## config.mk

```make
export PLATFORM = sky130hd
export DESIGN_NAME = chunked_seq_adder_flat
export DESIGN_NICKNAME = d
export VERILOG_FILES = /design/src/rtl/chunked_seq_adder_if.sv /design/src/rtl/chunked_seq_adder.sv /design/src/flat_wrapper.sv
export SDC_FILE = /design/constraint.sdc
export NUM_CORES = 1
export LEC_CHECK = 0
export ABC_AREA = 1
export BUFFER_PORTS_ARGS = -buffer_cell sky130_fd_sc_hd__buf_2
export CELL_PAD_IN_SITES_DETAIL_PLACEMENT = 1
export CELL_PAD_IN_SITES_GLOBAL_PLACEMENT = 2
export CORE_MARGIN = 2
export CORE_UTILIZATION = 31
export DETAILED_ROUTE_END_ITERATION = 6
export GPL_ROUTABILITY_DRIVEN = 0
export PLACE_DENSITY = 0.85
export RECOVER_POWER = 25
export SETUP_SLACK_MARGIN = 0.15
export SLEW_MARGIN = 40
export SYNTH_ARGS = -nofsm -noshare
export SYNTH_HDL_FRONTEND = slang
export SYNTH_HIERARCHICAL = 1
export SYNTH_SLANG_ARGS = --single-unit
```

## constraint.sdc

```tcl
create_clock -name clk -period 2.8 [get_ports clk]
set_input_delay 0.56 -clock clk [delete_from_list [all_inputs] [get_ports clk]]
set_output_delay 0.56 -clock clk [all_outputs]
set_load 0.02 [all_outputs]
```

## src/rtl/chunked_seq_adder_if.sv

```systemverilog
// ---------------------------------------------------------------------------
// chunked_seq_adder_if
// Handshake and data bundle for chunked_seq_adder.
//   Operand side : in_valid, in_ready, a, b, cin
//   Result side  : out_valid, out_ready, sum, cout, all_prop
//   Status       : busy
// The slave modport is the adder's view; master is the view of whatever
// drives operands and consumes results.
// ---------------------------------------------------------------------------
interface chunked_seq_adder_if #(
    parameter int W = 8,
    parameter int N = 4
);
    logic           in_valid;
    logic           in_ready;
    logic [N*W-1:0] a;
    logic [N*W-1:0] b;
    logic           cin;
    logic           out_valid;
    logic           out_ready;
    logic [N*W-1:0] sum;
    logic           cout;
    logic           all_prop;
    logic           busy;

    modport slave (
        input  in_valid, a, b, cin, out_ready,
        output in_ready, out_valid, sum, cout, all_prop, busy
    );

    modport master (
        output in_valid, a, b, cin, out_ready,
        input  in_ready, out_valid, sum, cout, all_prop, busy
    );
endinterface

```

## src/rtl/chunked_seq_adder.sv

```systemverilog
// ---------------------------------------------------------------------------
// chunked_seq_adder
// Multi-cycle N*W-bit adder built around a single W-bit adder. One W-bit
// slice is added per clock, low slice first, with the carry held in a
// register between slices.
//   clk, rst_n : clock and asynchronous active-low reset
//   bus        : chunked_seq_adder_if.slave
//                operands a, b, cin accepted on in_valid & in_ready;
//                sum, cout, all_prop presented with out_valid until
//                out_ready; busy is high while an operation is in flight.
// ---------------------------------------------------------------------------

// W-bit full adder used for one slice per clock.
module b_bit_adder #(
    parameter int W = 8
) (
    input  logic [W-1:0] a,
    input  logic [W-1:0] b,
    input  logic         cin,
    output logic [W-1:0] sum,
    output logic         cout
);
    assign {cout, sum} = {1'b0, a} + {1'b0, b} + {{W{1'b0}}, cin};
endmodule

module chunked_seq_adder #(
    parameter int W = 8,
    parameter int N = 4
) (
    input  logic                  clk,
    input  logic                  rst_n,
    chunked_seq_adder_if.slave    bus
);
    localparam int               IDX_W    = (N > 1) ? $clog2(N) : 1;
    localparam logic [IDX_W-1:0] LAST_IDX = IDX_W'(N - 1);

    typedef enum logic [1:0] {IDLE, RUN, DONE} state_t;

    state_t           state_q;
    state_t           state_d;

    logic [N*W-1:0]   a_reg;
    logic [N*W-1:0]   b_reg;
    logic [N*W-1:0]   sum_q;
    logic [IDX_W-1:0] idx_q;
    logic             carry_q;
    logic             prop_q;
    logic             cout_q;
    logic             all_prop_q;

    logic [W-1:0]     chunk_a;
    logic [W-1:0]     chunk_b;
    logic [W-1:0]     chunk_sum;
    logic             chunk_cout;
    logic             chunk_prop;
    logic             last_chunk;

    assign chunk_a    = a_reg[int'(idx_q)*W +: W];
    assign chunk_b    = b_reg[int'(idx_q)*W +: W];
    assign chunk_prop = &(chunk_a ^ chunk_b);
    assign last_chunk = (idx_q == LAST_IDX);

    b_bit_adder #(.W(W)) u_chunk_adder (
        .a    (chunk_a),
        .b    (chunk_b),
        .cin  (carry_q),
        .sum  (chunk_sum),
        .cout (chunk_cout)
    );

    // State register
    always_ff @(posedge clk or negedge rst_n) begin
        if (!rst_n) state_q <= IDLE;
        else        state_q <= state_d;
    end

    // Next-state logic
    always_comb begin
        state_d = state_q;
        case (state_q)
            IDLE:    if (bus.in_valid) state_d = RUN;
            RUN:     if (last_chunk)   state_d = DONE;
            DONE:    if (bus.out_ready) state_d = IDLE;
            default: state_d = IDLE;
        endcase
    end

    // Handshake / status outputs
    always_comb begin
        bus.in_ready  = 1'b0;
        bus.out_valid = 1'b0;
        bus.busy      = 1'b0;
        case (state_q)
            IDLE:    bus.in_ready  = 1'b1;
            RUN:     bus.busy      = 1'b1;
            DONE: begin
                bus.out_valid = 1'b1;
                bus.busy      = 1'b1;
            end
            default: bus.in_ready = 1'b0;
        endcase
    end

    // Operand capture and slice-by-slice accumulation. The result registers
    // are only written in RUN, so they hold steady in DONE and IDLE.
    always_ff @(posedge clk or negedge rst_n) begin
        if (!rst_n) begin
            a_reg      <= '0;
            b_reg      <= '0;
            sum_q      <= '0;
            idx_q      <= '0;
            carry_q    <= 1'b0;
            prop_q     <= 1'b0;
            cout_q     <= 1'b0;
            all_prop_q <= 1'b0;
        end else begin
            case (state_q)
                IDLE: begin
                    if (bus.in_valid) begin
                        a_reg   <= bus.a;
                        b_reg   <= bus.b;
                        carry_q <= bus.cin;
                        idx_q   <= '0;
                        prop_q  <= 1'b1;
                    end
                end
                RUN: begin
                    sum_q[int'(idx_q)*W +: W] <= chunk_sum;
                    carry_q <= chunk_cout;
                    prop_q  <= prop_q & chunk_prop;
                    if (last_chunk) begin
                        idx_q      <= '0;
                        cout_q     <= chunk_cout;
                        all_prop_q <= prop_q & chunk_prop;
                    end else begin
                        idx_q <= idx_q + 1'b1;
                    end
                end
                default: ;
            endcase
        end
    end

    assign bus.sum      = sum_q;
    assign bus.cout     = cout_q;
    assign bus.all_prop = all_prop_q;
endmodule

```

## src/flat_wrapper.sv

```systemverilog
// flat-port wrapper written by rule: the top's interface ports become plain ports
module chunked_seq_adder_flat 
#(
    parameter int W = 8,
    parameter int N = 4
)
  (clk, rst_n, bus_in_valid, bus_a, bus_b, bus_cin, bus_out_ready, bus_in_ready, bus_out_valid, bus_sum, bus_cout, bus_all_prop, bus_busy);
  chunked_seq_adder_if #(.W(W), .N(N)) bus_i ();
  input  logic clk;
  input  logic rst_n;
  input wire logic [$bits(bus_i.in_valid)-1:0] bus_in_valid;
  input wire logic [$bits(bus_i.a)-1:0] bus_a;
  input wire logic [$bits(bus_i.b)-1:0] bus_b;
  input wire logic [$bits(bus_i.cin)-1:0] bus_cin;
  input wire logic [$bits(bus_i.out_ready)-1:0] bus_out_ready;
  output wire logic [$bits(bus_i.in_ready)-1:0] bus_in_ready;
  output wire logic [$bits(bus_i.out_valid)-1:0] bus_out_valid;
  output wire logic [$bits(bus_i.sum)-1:0] bus_sum;
  output wire logic [$bits(bus_i.cout)-1:0] bus_cout;
  output wire logic [$bits(bus_i.all_prop)-1:0] bus_all_prop;
  output wire logic [$bits(bus_i.busy)-1:0] bus_busy;
  assign bus_i.in_valid = bus_in_valid;
  assign bus_i.a = bus_a;
  assign bus_i.b = bus_b;
  assign bus_i.cin = bus_cin;
  assign bus_i.out_ready = bus_out_ready;
  assign bus_in_ready = bus_i.in_ready;
  assign bus_out_valid = bus_i.out_valid;
  assign bus_sum = bus_i.sum;
  assign bus_cout = bus_i.cout;
  assign bus_all_prop = bus_i.all_prop;
  assign bus_busy = bus_i.busy;
  chunked_seq_adder #(.W(W), .N(N)) u_core (.clk(clk), .rst_n(rst_n), .bus(bus_i));
endmodule
```

* After elaboration in Yosys (flattened, before gate mapping)
Cells that the tools add are included.
W data, S select, Z words.
** Word-level totals
- Flip-flop bits (word level) :: 104
- Input bits :: 69
- Output and inout bits :: 37
- Logic and storage cells :: 48
** Operators by class
- Mux-type cells :: 15
- $add $sub $neg :: 4
- Bitwise gates (word level) :: 2
- Reduce and logical (&&, ||, !) cells :: 8
- Shift-type cells :: 4
- Equal/unequal tests :: 6
** Operators with widths (count)
- $shiftx A32 B6 Y8 :: 2
- $neg A5 Y33 :: 1
- $shift A8 B33 Y32 const A :: 1
- $shiftx A8 B33 Y32 :: 1
- $bwmux W32 :: 1
- $mux W2 :: 5
- $add A8 B8 Y9 :: 1
- $add A9 B1 Y9 :: 1
- $reduce_and A8 Y1 :: 1
- $xor A8 B8 Y8 :: 1
- $pmux W2 S3 :: 1
- $reduce_and A2 Y1 :: 3
- $mux W1 :: 5
- $eq A2 B2 Y1 const B :: 2
- $ne A2 B2 Y1 const B :: 2
- $pmux W1 S2 :: 2
- $pmux W2 S2 :: 1
- $reduce_and A3 Y1 :: 1
- $add A2 B1 Y2 const B :: 1
- $eq A2 B1 Y1 const B :: 1
- $logic_not A2 Y1 :: 1
- $ne A2 B1 Y1 const B :: 1
- $reduce_bool A2 Y1 :: 1
- $reduce_or A2 Y1 :: 1
- $and A1 B1 Y1 :: 1

* Logic depth before layout (Yosys ltp)
- Depth after elaboration :: 5
- Gate-level depth with buffers :: 16
- Mapped depth without buffers :: 14

* Modules after synthesis
Netlist, hierarchy kept.
** Modules (own cells, without submodules)
- chunked_seq_adder :: cells each 630, area each 4913.5 sq um, sequential area each 2602.5 sq um, times used 1
- b_bit_adder :: cells each 59, area each 384.1 sq um, sequential area each 0.0 sq um, times used 1

* Worst setup path after synthesis
Ideal clock, no wire load.
- Path type :: flip-flop to flip-flop
- From :: register u_core.idx_q[0]
- To :: register u_core.cout_q, in the netlist u_core/bus.cout
- Path buffers :: 2
- Setup slack :: 231 ps
- Setup time :: 125 ps
- Clock period less this slack :: 2569 ps
- Cell stages (with the launch flop) :: 16
- Arrival :: 2444 ps
- Data required time :: 2675 ps
- Cells stage by stage :: dfrtp_1 -> buf_6 -> buf_4 -> nand2_1 -> o21ai_0 -> nand2_1 -> nand2_1 -> fa_1 -> fa_1 -> nand2_1 -> nand2_1 -> nand3b_4 -> nand2_1 -> nand2_1 -> nand2_1 -> mux2_2
** Between the ends
- Cells in the longest elaborated chain, start to end :: 3
- Elaborated cells on any way between the ends :: 6
- Those cells by class :: add/sub (2); eq/ne (1); shift (2); reduce/logical (1)
** Ends and longest elaborated chain
- from (decl) :: line chunked_seq_adder.sv:45 : logic [IDX_W-1:0] idx_q;
- from (signal assigned) :: line chunked_seq_adder.sv:136 : idx_q <= idx_q + 1'b1;
- $shiftx A32 B6 Y8 :: line chunked_seq_adder.sv:58 : assign chunk_a = a_reg[int'(idx_q)*W +: W];
- via u_core.chunk_a[0] :: line chunked_seq_adder.sv:51 : logic [W-1:0] chunk_a;
- $add A8 B8 Y9 :: line chunked_seq_adder.sv:23 : assign {cout, sum} = {1'b0, a} + {1'b0, b} + {{W{1'b0}}, cin};
- $add A9 B1 Y9 :: line chunked_seq_adder.sv:23
- via u_core.chunk_cout :: line chunked_seq_adder.sv:54 : logic chunk_cout;
- to (signal assigned) :: line chunked_seq_adder.sv:133 : cout_q <= chunk_cout;
- to (decl) :: line chunked_seq_adder.sv:48 : logic cout_q;
The timed path passes the listed nets, and every way through them passes these cells.
A chain may end at the register's enable or synchronous reset.

* Worst setup path in the final report
Ends and elaborated chain as after synthesis.

==> flow_summary.json <==
{
  "clkTransAtPathRegs_ps": 70,
  "avgRoutedWirePerCell_um": 14.88,
  "power.share.switching_pct": 47.69,
  "grt_first_pass_wirelength_mm": 25.73,
  "sequential_power_share_pct": 30.3,
  "final_core_util_pct": 38.24,
  "timing.hold.worst_path_depth": 3,
  "cp.buffers_inverters": 1,
  "tritoncts_clock_tree": "done",
  "syn-num-nets": 775,
  "final.setup_skew_ps": 6.007,
  "finalCriticalPeriod_ps": 2520,
  "crit_required_ps": 3040,
  "placeableCoreArea_sq_mm": 0.01664,
  "startpoint": "u_core/idx_q[0]$_DFFE_PN0P_",
  "worst-slew-pin-transition_ps": 1317,
  "crit_type": "register to register",
  "run_status": "finished, final reports clean",
  "report.final.setup_viol": 0,
  "drt-total-wl_mm": 15.10,
  "number_of_global_route_vias_before_repair": 5243,
  "netlist.top_cell.by_area": "dfrtp_1",
  "rows": 47,
  "buffer_ports.inserted": 105,
  "initial_core_util_pct": 31.83,
  "post_route_cells_drive_above_1_share_pct": 21.89,
  "vdd_ir_drop_max_mv": 0.4154,
  "power.density_mw_per_mm2": 1305,
  "cp_top_family": "adder cells",
  "place.detailed.hpwl_mm": 11.57,
  "switching_power_mw": 3.959,
  "cpMostUsedCell": "nand2_1",
  "share_clk_of_total_power_pct": 14.1,
  "category_of_the_worst_setup_path_launch_point": "register",
  "clock_tree.htree_level_count": 3,
  "hold_path_class": "input pin to register",
  "cp.depth": 14,
  "slew_headroom_pct": 12.22,
  "end_kind": "register",
  "gr-total-overflow": 0,
  "num_cts_buffers": 9,
  "critical_path.endpoint": "u_core/bus.cout$_DFFE_PN0P_",
  "dieWidth_um": 134.7,
  "post_synth_inst_count": 689,
  "ys_seq_elements": 104,
  "drc": 0,
  "initial_drt_markers": 185,
  "fin_tns_setup_ps": 0,
  "synth.lib_cells_used.distinct": 35,
  "cp_cell_sequence": "buf_4, nand2_1, o21ai_0, nand2_1, nand2_2, fa_2, fa_2, nand2_1, nand2_2, nand3b_4, nand2_1, nand2_1, nand2_1, mux2_2",
  "worst_r2r_endpoint": "u_core/bus.cout$_DFFE_PN0P_",
  "timing.hold.ws_ps": 401.7,
  "filler_cell_count": 2090,
  "area_occupied_by_multi_input_gates_sq_mm": 0.002372,
  "layout-area-overhead-vs-synth_pct": 20.12,
  "clock_insertion_delay_at_the_later_pin_of_the_skew_report_ps": 350,
  "groute.usage.overall_pct": 17.75,
  "timing.reg2reg.worst_path_depth": 14,
  "power.leakage_nw": 3.514,
  "grt_max_degree": 58,
  "critical_path.max_stage_delay_ps": 450,
  "maxCapViolCount": 0,
  "comb_power_share_pct": 55.6,
  "syn-cell-area_sq_mm": 0.005298,
  "synthesis.area_per_instance_sq_um": 7.689,
  "timing.final.crit_share_pct": 89.99,
  "maxSlewViolCount": 0,
  "grt_setup_unrepaired": "yes",
  "vias": 4710,
  "synth.yosys.warnings": 6,
  "ioPinCount": 106,
  "fp.dieArea_sq_mm": 0.01815,
  "post_synth_main_area_contributors": "dfrtp_1 (49%), nand2_1 (26%), o21ai_0 (3.8%)",
  "ctsLongestPathBuffers": 2,
  "synth_top_area_share_pct": 49.13,
  "antenna_left": 0,
  "num_clock_sinks": 104,
  "hold_violations": 0,
  "first_pass_iters": 4,
  "root_buffer": "clkbuf_16",
  "final_net_count": 877,
  "synth.yosys.seq_area_share_pct": 49.13,
  "die-height_um": 134.7,
  "cp.arrival_ps": 2760,
  "antenna-diode-count": 0,
  "setup.reg_to_reg.worst_slack_ps": 280,
  "grt_antenna_before_repair": 0,
  "fmax_mhz": 396.9,
  "worstReg2RegStart": "u_core/idx_q[0]$_DFFE_PN0P_",
  "avgViaCountPerCell": 4.640,
  "power.total_mw": 8.302,
  "path_max_fanout": 7,
  "cpMaxStageDelayCell": "dfrtp_2",
  "final-seq-area_sq_mm": 0.002604,
  "p_int_mw": 4.343
}
-- power groups by stage --
stage	Sequential (mW)	Combinational (mW)	Clock [mW]
after floorplan	2.60	3.12	0
after global placement	2.53	4.33	0
after detailed placement	2.56	4.49	0
after CTS	2.54	4.54	1.23
after global routing	2.60	5.27	1.29
final	2.51	4.61	1.17
-- timing repair --
item / CTS / global route
endpoints found under the setup margin: 1 / 17
pin swaps: 0 / 1
gates resized for setup: 0 / 16
hold buffers: 0 / 0
buffers inserted: 1 / 2
-- cells in the final DEF, fill, tap and decap left out, types with 11 or more instances in the layout --
cell	netlist	routed
nand2_2	6	12
nor2_1	11	11
dfrtp_1	104	103
nand3_1	32	32
buf_2	4	104
buf_4	1	12
o21ai_0	40	37
nand2_1	364	358
inv_1	39	38
ha_1	15	14
-- tightest hold or removal path: cells and delay by family --
family / cells / cell delay, ps
AND/OR/NAND/NOR: 2 / 90
buffers and inverters: 1 / 70
-- synth_stat cells --
library cell  count
ha_1             15
nand2_2           6
a21oi_2           1
o21ai_2           1
or2_4             2
or2_2             1
a21oi_1           4
inv_2             7
a31oi_1           1
inv_1            39
nand3b_1          2
nand3_2           3
fa_1              2
nand4_1           1
nand3b_4          1
nand2_1         364
xnor2_1           2
mux2_2            1
nor2_1           11
clkbuf_1         15
o31ai_1           8
inv_8             1
buf_2             4
xor2_1            1
o21ai_0          40
dfrtp_1         104
clkbuf_4          1
o221ai_1          1
buf_6             7
buf_4             1
a21boi_1          1
nor2_2            3
nand3_1          32
nand2_4           1
o21ai_1           5
-- layout make-up --
class                   instances  area share, %
flip-flops and latches        104          40.92
multi-input cells             510          37.28
repair buffers                119          10.30
well taps                     220          4.326
clock buffers                  11          3.814
inverters                      47          2.890
clock inverters                 4         0.4719
-- cell families after synthesis --
| group | Yosys count | share of synthesized area [%] |
|---|---|---|
| and+or+nand+nor | 427 | 32.66 |
| DFF | 104 | 49.13 |
| buffers and inverters | 75 | 6.684 |
| AOI/OAI and AO/OA | 62 | 6.519 |
| adders and majority gates | 17 | 4.299 |
| xor gates and xnor gates | 3 | 0.4961 |
| muxes | 1 | 0.2125 |
-- worst min path at each step --
stage	start	endpoint	slack (ps)
finish	bus_a[31]	u_core/a_reg[31]$_DFFE_PN0P_	400
global route	bus_b[1]	u_core/b_reg[1]$_DFFE_PN0P_	400
CTS	rst_n	u_core/state_q[0]$_DFFE_PN0P_	250
detailed placement	u_core/a_reg[7]$_DFFE_PN0P_	u_core/a_reg[7]$_DFFE_PN0P_	470
global placement	u_core/bus.sum[16]$_DFFE_PN0P_	u_core/bus.sum[16]$_DFFE_PN0P_	460
floorplan	rst_n	u_core/a_reg[0]$_DFFE_PN0P_	260
-- layer usage --
layer  up-vias  track usage (%)  share of wire [%]
met1      2253            22.70                 46
met4         0            5.088                1.9
met3        24            3.191                4.0
met5         -                0                  0
met2        94            30.77                 48
li1       2339                -                  -
-- metrics by stage --
stage                     std cells  cell area (sq um)  setup slack [ps]
after floorplan                 689               5298             231.4
after global placement          997               6042             288.7
after CTS                      1013               6322             187.5
after global routing           1015               6364             134.2
after detailed placement        997               6042             182.1
final                          1015               6364             280.4
Note: power is estimated with default switching activity, not from simulation.
